**src/rtl/sprite_pkg.sv**
```systemverilog
// Shared sizes, command payload and FSM state encoding for the sprite blitter.
package sprite_pkg;

  localparam int unsigned WIDTH         = 640;
  localparam int unsigned HEIGHT        = 480;
  localparam int unsigned S_WIDTH       = 48;
  localparam int unsigned S_HEIGHT      = 48;
  localparam int unsigned SPRITE_PIXELS = S_WIDTH * S_HEIGHT;
  localparam logic [7:0]  TRANSPARENT   = 8'hE3;

  localparam int unsigned ID_W   = 2;
  localparam int unsigned X_W    = 10;
  localparam int unsigned Y_W    = 9;
  localparam int unsigned ROM_AW = 14;
  localparam int unsigned FB_AW  = 19;
  localparam int unsigned PIX_W  = 8;

  typedef enum logic [1:0] {
    ST_IDLE  = 2'd0,
    ST_RUN   = 2'd1,
    ST_DRAIN = 2'd2
  } state_e;

  typedef struct packed {
    logic [ID_W-1:0] id;
    logic [X_W-1:0]  x;
    logic [Y_W-1:0]  y;
  } blit_cmd_t;

endpackage

```
**src/rtl/blit_addr_gen.sv**
```systemverilog
// Raster-order sprite pixel counters (i fastest) with a last-pixel flag.
module blit_addr_gen
  import sprite_pkg::*;
#(
  parameter int unsigned CNT_W = S_WIDTH,
  parameter int unsigned CNT_H = S_HEIGHT,
  parameter int unsigned IW    = $clog2(CNT_W),
  parameter int unsigned JW    = $clog2(CNT_H)
) (
  input  logic          clk,
  input  logic          rst_n,
  input  logic          start,
  input  logic          step,
  output logic [IW-1:0] i,
  output logic [JW-1:0] j,
  output logic          last_c
);

  logic [IW-1:0] i_q, i_d;
  logic [JW-1:0] j_q, j_d;
  logic          i_wrap;
  logic          j_wrap;

  assign i_wrap = (i_q == IW'(CNT_W - 1));
  assign j_wrap = (j_q == JW'(CNT_H - 1));
  assign last_c = i_wrap && j_wrap;
  assign i      = i_q;
  assign j      = j_q;

  always_comb begin
    i_d = i_q;
    j_d = j_q;
    if (start) begin
      i_d = '0;
      j_d = '0;
    end else if (step) begin
      if (i_wrap) begin
        i_d = '0;
        j_d = j_wrap ? '0 : j_q + JW'(1);
      end else begin
        i_d = i_q + IW'(1);
      end
    end
  end

  always_ff @(posedge clk or negedge rst_n) begin
    if (!rst_n) begin
      i_q <= '0;
      j_q <= '0;
    end else begin
      i_q <= i_d;
      j_q <= j_d;
    end
  end

endmodule

```
**src/rtl/sprite_blit_ctrl.sv**
```systemverilog
// Copies one 48x48 ROM sprite into the framebuffer at (x,y), clipping at the
// screen edges and skipping the transparent colour.
module sprite_blit_ctrl #(
  parameter int unsigned WIDTH       = sprite_pkg::WIDTH,
  parameter int unsigned HEIGHT      = sprite_pkg::HEIGHT,
  parameter int unsigned S_WIDTH     = sprite_pkg::S_WIDTH,
  parameter int unsigned S_HEIGHT    = sprite_pkg::S_HEIGHT,
  parameter logic [7:0]  TRANSPARENT = sprite_pkg::TRANSPARENT
) (
  input  logic        clk,
  input  logic        rst_n,
  input  logic        cmd_valid,
  output logic        cmd_ready,
  input  logic [1:0]  cmd_id,
  input  logic [9:0]  cmd_x,
  input  logic [8:0]  cmd_y,
  output logic [13:0] rom_addr,
  input  logic [7:0]  rom_dout,
  output logic        we,
  output logic [18:0] addr,
  output logic [7:0]  dout,
  output logic        busy,
  output logic        done
);

  import sprite_pkg::state_e;
  import sprite_pkg::blit_cmd_t;
  import sprite_pkg::ST_IDLE;
  import sprite_pkg::ST_RUN;
  import sprite_pkg::ST_DRAIN;
  import sprite_pkg::X_W;
  import sprite_pkg::Y_W;
  import sprite_pkg::ROM_AW;
  import sprite_pkg::FB_AW;

  localparam int unsigned PIX   = S_WIDTH * S_HEIGHT;
  localparam int unsigned IW    = $clog2(S_WIDTH);
  localparam int unsigned JW    = $clog2(S_HEIGHT);
  localparam int unsigned PX_W  = X_W + 1;
  localparam int unsigned PY_W  = Y_W + 1;
  localparam int unsigned TGT_W = PY_W + $clog2(WIDTH) + 1;

  state_e                state_q, state_d;
  blit_cmd_t             cmd_q, cmd_d;
  logic [ROM_AW-1:0]     rom_addr_q, rom_addr_d;
  logic                  valid_q, valid_d;
  logic                  inb_q, inb_d;
  logic [FB_AW-1:0]      addr_q, addr_d;
  logic                  busy_q, busy_d;
  logic                  done_q, done_d;
  logic                  ready_q, ready_d;

  logic                  start;
  logic                  step;
  logic                  last_c;
  logic [IW-1:0]         i;
  logic [JW-1:0]         j;
  logic [PX_W-1:0]       px_c;
  logic [PY_W-1:0]       py_c;
  logic [TGT_W-1:0]      tgt_c;

  blit_addr_gen #(
    .CNT_W (S_WIDTH),
    .CNT_H (S_HEIGHT),
    .IW    (IW),
    .JW    (JW)
  ) u_addr_gen (
    .clk    (clk),
    .rst_n  (rst_n),
    .start  (start),
    .step   (step),
    .i      (i),
    .j      (j),
    .last_c (last_c)
  );

  // Framebuffer coordinate of the pixel being issued, kept wide so that
  // off-screen pixels are clipped rather than wrapped.
  assign px_c  = PX_W'(cmd_q.x) + PX_W'(i);
  assign py_c  = PY_W'(cmd_q.y) + PY_W'(j);
  assign tgt_c = TGT_W'(py_c) * TGT_W'(WIDTH) + TGT_W'(px_c);

  always_comb begin
    state_d    = state_q;
    cmd_d      = cmd_q;
    rom_addr_d = rom_addr_q;
    start      = 1'b0;
    step       = 1'b0;
    case (state_q)
      ST_IDLE: begin
        if (cmd_valid) begin
          state_d    = ST_RUN;
          cmd_d      = '{id: cmd_id, x: cmd_x, y: cmd_y};
          start      = 1'b1;
          rom_addr_d = ROM_AW'(cmd_id) * ROM_AW'(PIX);
        end
      end
      ST_RUN: begin
        step = 1'b1;
        if (last_c) begin
          state_d = ST_DRAIN;
        end else begin
          rom_addr_d = rom_addr_q + ROM_AW'(1);
        end
      end
      ST_DRAIN: begin
        state_d = ST_IDLE;
      end
      default: begin
        state_d = ST_IDLE;
      end
    endcase

    // Target stage runs alongside the ROM read latency.
    valid_d = (state_q == ST_RUN);
    inb_d   = (32'(px_c) < WIDTH) && (32'(py_c) < HEIGHT);
    addr_d  = (valid_d && inb_d) ? FB_AW'(tgt_c) : addr_q;

    busy_d  = (state_d != ST_IDLE);
    done_d  = (state_d == ST_DRAIN);
    ready_d = (state_d == ST_IDLE);
  end

  always_ff @(posedge clk or negedge rst_n) begin
    if (!rst_n) begin
      state_q    <= ST_IDLE;
      cmd_q      <= '0;
      rom_addr_q <= '0;
      valid_q    <= 1'b0;
      inb_q      <= 1'b0;
      addr_q     <= '0;
      busy_q     <= 1'b0;
      done_q     <= 1'b0;
      ready_q    <= 1'b1;
    end else begin
      state_q    <= state_d;
      cmd_q      <= cmd_d;
      rom_addr_q <= rom_addr_d;
      valid_q    <= valid_d;
      inb_q      <= inb_d;
      addr_q     <= addr_d;
      busy_q     <= busy_d;
      done_q     <= done_d;
      ready_q    <= ready_d;
    end
  end

  // Write strobe must follow the ROM data, which arrives in this cycle.
  assign we        = valid_q && inb_q && (rom_dout != TRANSPARENT);
  assign dout      = rom_dout;
  assign addr      = addr_q;
  assign rom_addr  = rom_addr_q;
  assign busy      = busy_q;
  assign done      = done_q;
  assign cmd_ready = ready_q;

endmodule
```
**config.mk**
```make
export PLATFORM = sky130hd
export DESIGN_NAME = sprite_blit_ctrl
export DESIGN_NICKNAME = d
export VERILOG_FILES = /design/src/rtl/sprite_pkg.sv /design/src/rtl/blit_addr_gen.sv /design/src/rtl/sprite_blit_ctrl.sv
export SDC_FILE = /design/constraint.sdc
export NUM_CORES = 1
export LEC_CHECK = 0
export ABC_AREA = 1
export CAP_MARGIN = 20
export CORE_UTILIZATION = 35
export DETAILED_ROUTE_END_ITERATION = 8
export SETUP_SLACK_MARGIN = 0.15
export SLEW_MARGIN = 25
export SYNTH_ARGS = -nofsm -noshare
export SYNTH_HDL_FRONTEND = slang
export SYNTH_HIERARCHICAL = 1
export SYNTH_SLANG_ARGS = --single-unit
```
**constraint.sdc**
```tcl
create_clock -name clk -period 8.7 [get_ports clk]
set_input_delay 1.74 -clock clk [delete_from_list [all_inputs] [get_ports clk]]
set_output_delay 1.74 -clock clk [all_outputs]
set_load 0.02 [all_outputs]
```
==> metrics.json <==
{
  "final_layout_size_suffix_gt1_share": {"value": 10.1, "unit": "%"},
  "peakVddDrop": {"value": 0.000139, "unit": "V"},
  "worstMarginPinSlew": {"value": 887, "unit": "ps"},
  "post_synth_inst_count": {"value": 642},
  "finalSetupViolations": {"value": 0},
  "cts_tree": {"value": "done"},
  "post-route-cell-area": {"value": 6030, "unit": "um^2"},
  "critical-path-max-stage-delay": {"value": 550, "unit": "ps"},
  "final.period_utilization": {"value": 56.0, "unit": "%"},
  "vias": {"value": 4152},
  "fillers": {"value": 1362},
  "slew_violations": {"value": 0},
  "floorplan.rows": {"value": 42},
  "seq_power_share": {"value": 28.6, "unit": "%"},
  "post-dp-hpwl": {"value": 7800, "unit": "um"},
  "vias_per_cell": {"value": 4.63},
  "grt_max_degree": {"value": 72},
  "hold_start": {"value": "addr[0]"},
  "total_cts_buffers": {"value": 9},
  "antennaDiodeCount": {"value": 0},
  "cp_launch_type": {"value": "input pin"},
  "drt_iter0_drc": {"value": 147},
  "synth_warnings": {"value": 6},
  "number_of_global_route_vias_before_repair": {"value": 4091},
  "relSlewSlack": {"value": 40.7, "unit": "%"},
  "grt_setup_unrepaired": {"value": "false"},
  "internal_power": {"value": 1.10, "unit": "mW"},
  "post-route-drc-count": {"value": 0},
  "port_buffers": {"value": 76},
  "grt_antenna_before_repair": {"value": 0},
  "report.final.hold_viol_count": {"value": 0},
  "status": {"value": "finished clean"},
  "postRouteAntennaNets": {"value": 0},
  "pwr-share-comb": {"value": 50.8, "unit": "%"},
  "timing.critical_path.mode_cell": {"value": "sky130_fd_sc_hd__clkdlybuf4s50_1"},
  "max_cap_violations": {"value": 0},
  "die_width": {"value": 120, "unit": "um"},
  "htreeDepth": {"value": 3},
  "worst_setup_hold_path_clk_slew": {"value": 50, "unit": "ps"},
  "drt-pass1-iter-count": {"value": 4},
  "synth.cells.most_frequent": {"value": "206 x sky130_fd_sc_hd__nand2_1, 80 x sky130_fd_sc_hd__inv_1, 70 x sky130_fd_sc_hd__dfrtp_1, 43 x sky130_fd_sc_hd__nor2_1, 42 x sky130_fd_sc_hd__nand3_1"},
  "synth_area": {"value": 4840, "unit": "um^2"},
  "timing.final.crit_period": {"value": 4880, "unit": "ps"},
  "timing.hold.ws": {"value": 475, "unit": "ps"},
  "routability_cong": {"value": 0.851},
  "hold_path_end": {"value": "addr[0]"},
  "cts.sink_count": {"value": 71},
  "postSynthRegisterBits": {"value": 71},
  "cp.arrival": {"value": 3140, "unit": "ps"},
  "r2r_slack": {"value": 5030, "unit": "ps"},
  "worst_r2r_startpoint": {"value": "u_addr_gen/j[0]"},
  "final.setup.tns": {"value": 0, "unit": "ps"},
  "ctsLongestPathBuffers": {"value": 2},
  "wire_length_of_the_first_global_routing_pass": {"value": 18600, "unit": "um"},
  "cts.root.buffer_cell": {"value": "sky130_fd_sc_hd__clkbuf_16"},
  "worst_path_max_delay_cell": {"value": "sky130_fd_sc_hd__clkdlybuf4s50_1"},
  "crit_path_end_kind": {"value": "output port"},
  "synth_area_leader_cell": {"value": "sky130_fd_sc_hd__dfrtp_1"},
  "holdPathStages": {"value": 2},
  "timing_worst_setup_path_type": {"value": "input pin to output port"},
  "synth_seq_area_share": {"value": 36.7, "unit": "%"},
  "synth_ff_type": {"value": "sky130_fd_sc_hd__dfrtp_1"},
  "syn_nets": {"value": 709},
  "min-delay-path-class": {"value": "flip-flop to flip-flop"},
  "placed_cell_area": {"value": 5710, "unit": "um^2"},
  "syn_avg_cell_area": {"value": 7.54, "unit": "um^2"},
  "power_density": {"value": 311, "unit": "nW/um^2"},
  "post-synth-top-count-cell": {"value": "sky130_fd_sc_hd__nand2_1"},
  "r2r_end": {"value": "addr[18]"},
  "cts_resized": {"value": 0},
  "power_switching_share": {"value": 41.6, "unit": "%"},
  "core_region_area": {"value": 13300, "unit": "um^2"},
  "timing.critical_path.cells": {"value": "clkdlybuf4s50_1 -> nand2_1 -> nor4_1 -> nor2_1 -> clkdlybuf4s50_1"},
  "worstSkewPairLatency": {"value": 350, "unit": "ps"},
  "power.net_switching": {"value": 0.781, "unit": "mW"},
  "cts_hold_repair.buffers": {"value": 0},
  "power_leakage": {"value": 3.06, "unit": "nW"},
  "gr-total-overflow": {"value": 0},
  "detail_route.wirelength": {"value": 10500, "unit": "um"},
  "yosysUniqueCellTypes": {"value": 40},
  "crit_required": {"value": 6960, "unit": "ps"},
  "clock_power_share": {"value": 20.7, "unit": "%"},
  "post_cts_setup_buffers": {"value": 0},
  "synth_edf_count": {"value": 0},
  "detail_route.wl_per_cell": {"value": 11.7, "unit": "um"},
  "worstRegToRegCells": {"value": 21},
  "cp_max_fo": {"value": 2},
  "final_net_count": {"value": 782},
  "io_pins": {"value": 77},
  "timing.fmax": {"value": 205, "unit": "MHz"},
  "die_h": {"value": 120, "unit": "um"},
  "synth_top_cells_by_area": {"value": "sky130_fd_sc_hd__dfrtp_1 36%, sky130_fd_sc_hd__nand2_1 16%, sky130_fd_sc_hd__ha_1 8.0%"},
  "die-area": {"value": 14300, "unit": "um^2"},
  "starting_density_of_the_core": {"value": 36.3, "unit": "%"},
  "worst_clock_skew": {"value": 12.6, "unit": "ps"},
  "async_reset_ff_share": {"value": 100, "unit": "%"},
  "grtUsageTotal": {"value": 16.1, "unit": "%"},
  "netlist.area_leader.share": {"value": 36.2, "unit": "%"},
  "synthesis_to_finish_area_growth": {"value": 24.7, "unit": "%"}
}
-- worst max-delay path: cells and delay by family --
family | cells | cell delay, ps
buffers and inverters | 2 | 1040
and+or+nand+nor | 3 | 360
-- registers in the layout, summed over array words and instances, names as in the netlist --
register      count
addr             19
cmd_q            19
rom_addr         14
u_addr_gen/i      6
u_addr_gen/j      6
state_q           2
busy              1
cmd_ready         1
done              1
inb_q             1
valid_q           1
-- layout make-up --
class,instances,area (um^2),share of cell area (%)
multi-input cells,471,2620,43.5
well taps,176,220,3.65
repair buffers,78,774,12.8
clock buffers,12,267,4.42
inverters,84,320,5.31
clock inverters,4,52.6,0.871
flip-flops and latches,71,1780,29.5
-- power by group through the flow --
stage / sequential, mW / clock (mW) / combinational (mW)
after floorplan: 0.603 / 0 / 0.620
after global placement: 0.536 / 0 / 0.940
after detailed placement: 0.539 / 0 / 0.956
after CTS: 0.538 / 0.399 / 0.966
after global routing: 0.554 / 0.411 / 1.08
final: 0.536 / 0.389 / 0.953
-- stage by stage --
stage	utilization [%]	instances	power, mW	setup slack (ps)
floorplan	-	642	1.22	4820
global placement	42.8	880	1.48	3870
detailed placement	42.8	880	1.50	3820
CTS	45.2	896	1.90	3810
global route	45.2	896	2.04	3750
finish	45.2	896	1.88	3820
-- cells by family (layout without fill, tap and decap cells) --
group / Yosys count / count (layout) / share of synthesized area, %
buffers and inverters: 100 / 178 / 9.15
xor gates and xnor gates: 21 / 21 / 3.80
adders and majority gates: 35 / 35 / 9.67
DFF: 71 / 71 / 36.7
AOI/OAI and AO/OA: 62 / 62 / 8.19
and+or+nand+nor: 353 / 353 / 32.5
-- worst max path at each step --
stage | to | depth (start not counted) | from
floorplan | we | 4 | rom_dout[4]
global placement | we | 5 | rom_dout[6]
detailed placement | we | 5 | rom_dout[0]
CTS | we | 5 | rom_dout[0]
global route | we | 5 | rom_dout[0]
finish | we | 5 | rom_dout[0]
-- cell usage in the layout (no fill, tap or decap), drive strengths merged, types with 2 or more instances in the layout --
cell type,instances
inv,84
a21boi,2
o21ai,33
nor2,51
dfrtp,70
nand3,48
or2,3
nand4,14
nand2,220
clkbuf,12
fa,4
xor2,16
buf,3
nor4,2
and3,3
nand3b,4
clkdlybuf4s50,75
clkinv,3
ha,31
nor3,8
xnor2,5
a21oi,18
o31ai,2
a22oi,4
-- metal layers --
metal	global-route usage (%)	share of wire, %	wire (um)
met5	0	0	0
met2	26.1	46	4800
met4	5.78	1.5	153
met3	3.66	3.3	344
met1	21.1	49	5190
No activity file was read; power rests on OpenSTA's default activity.
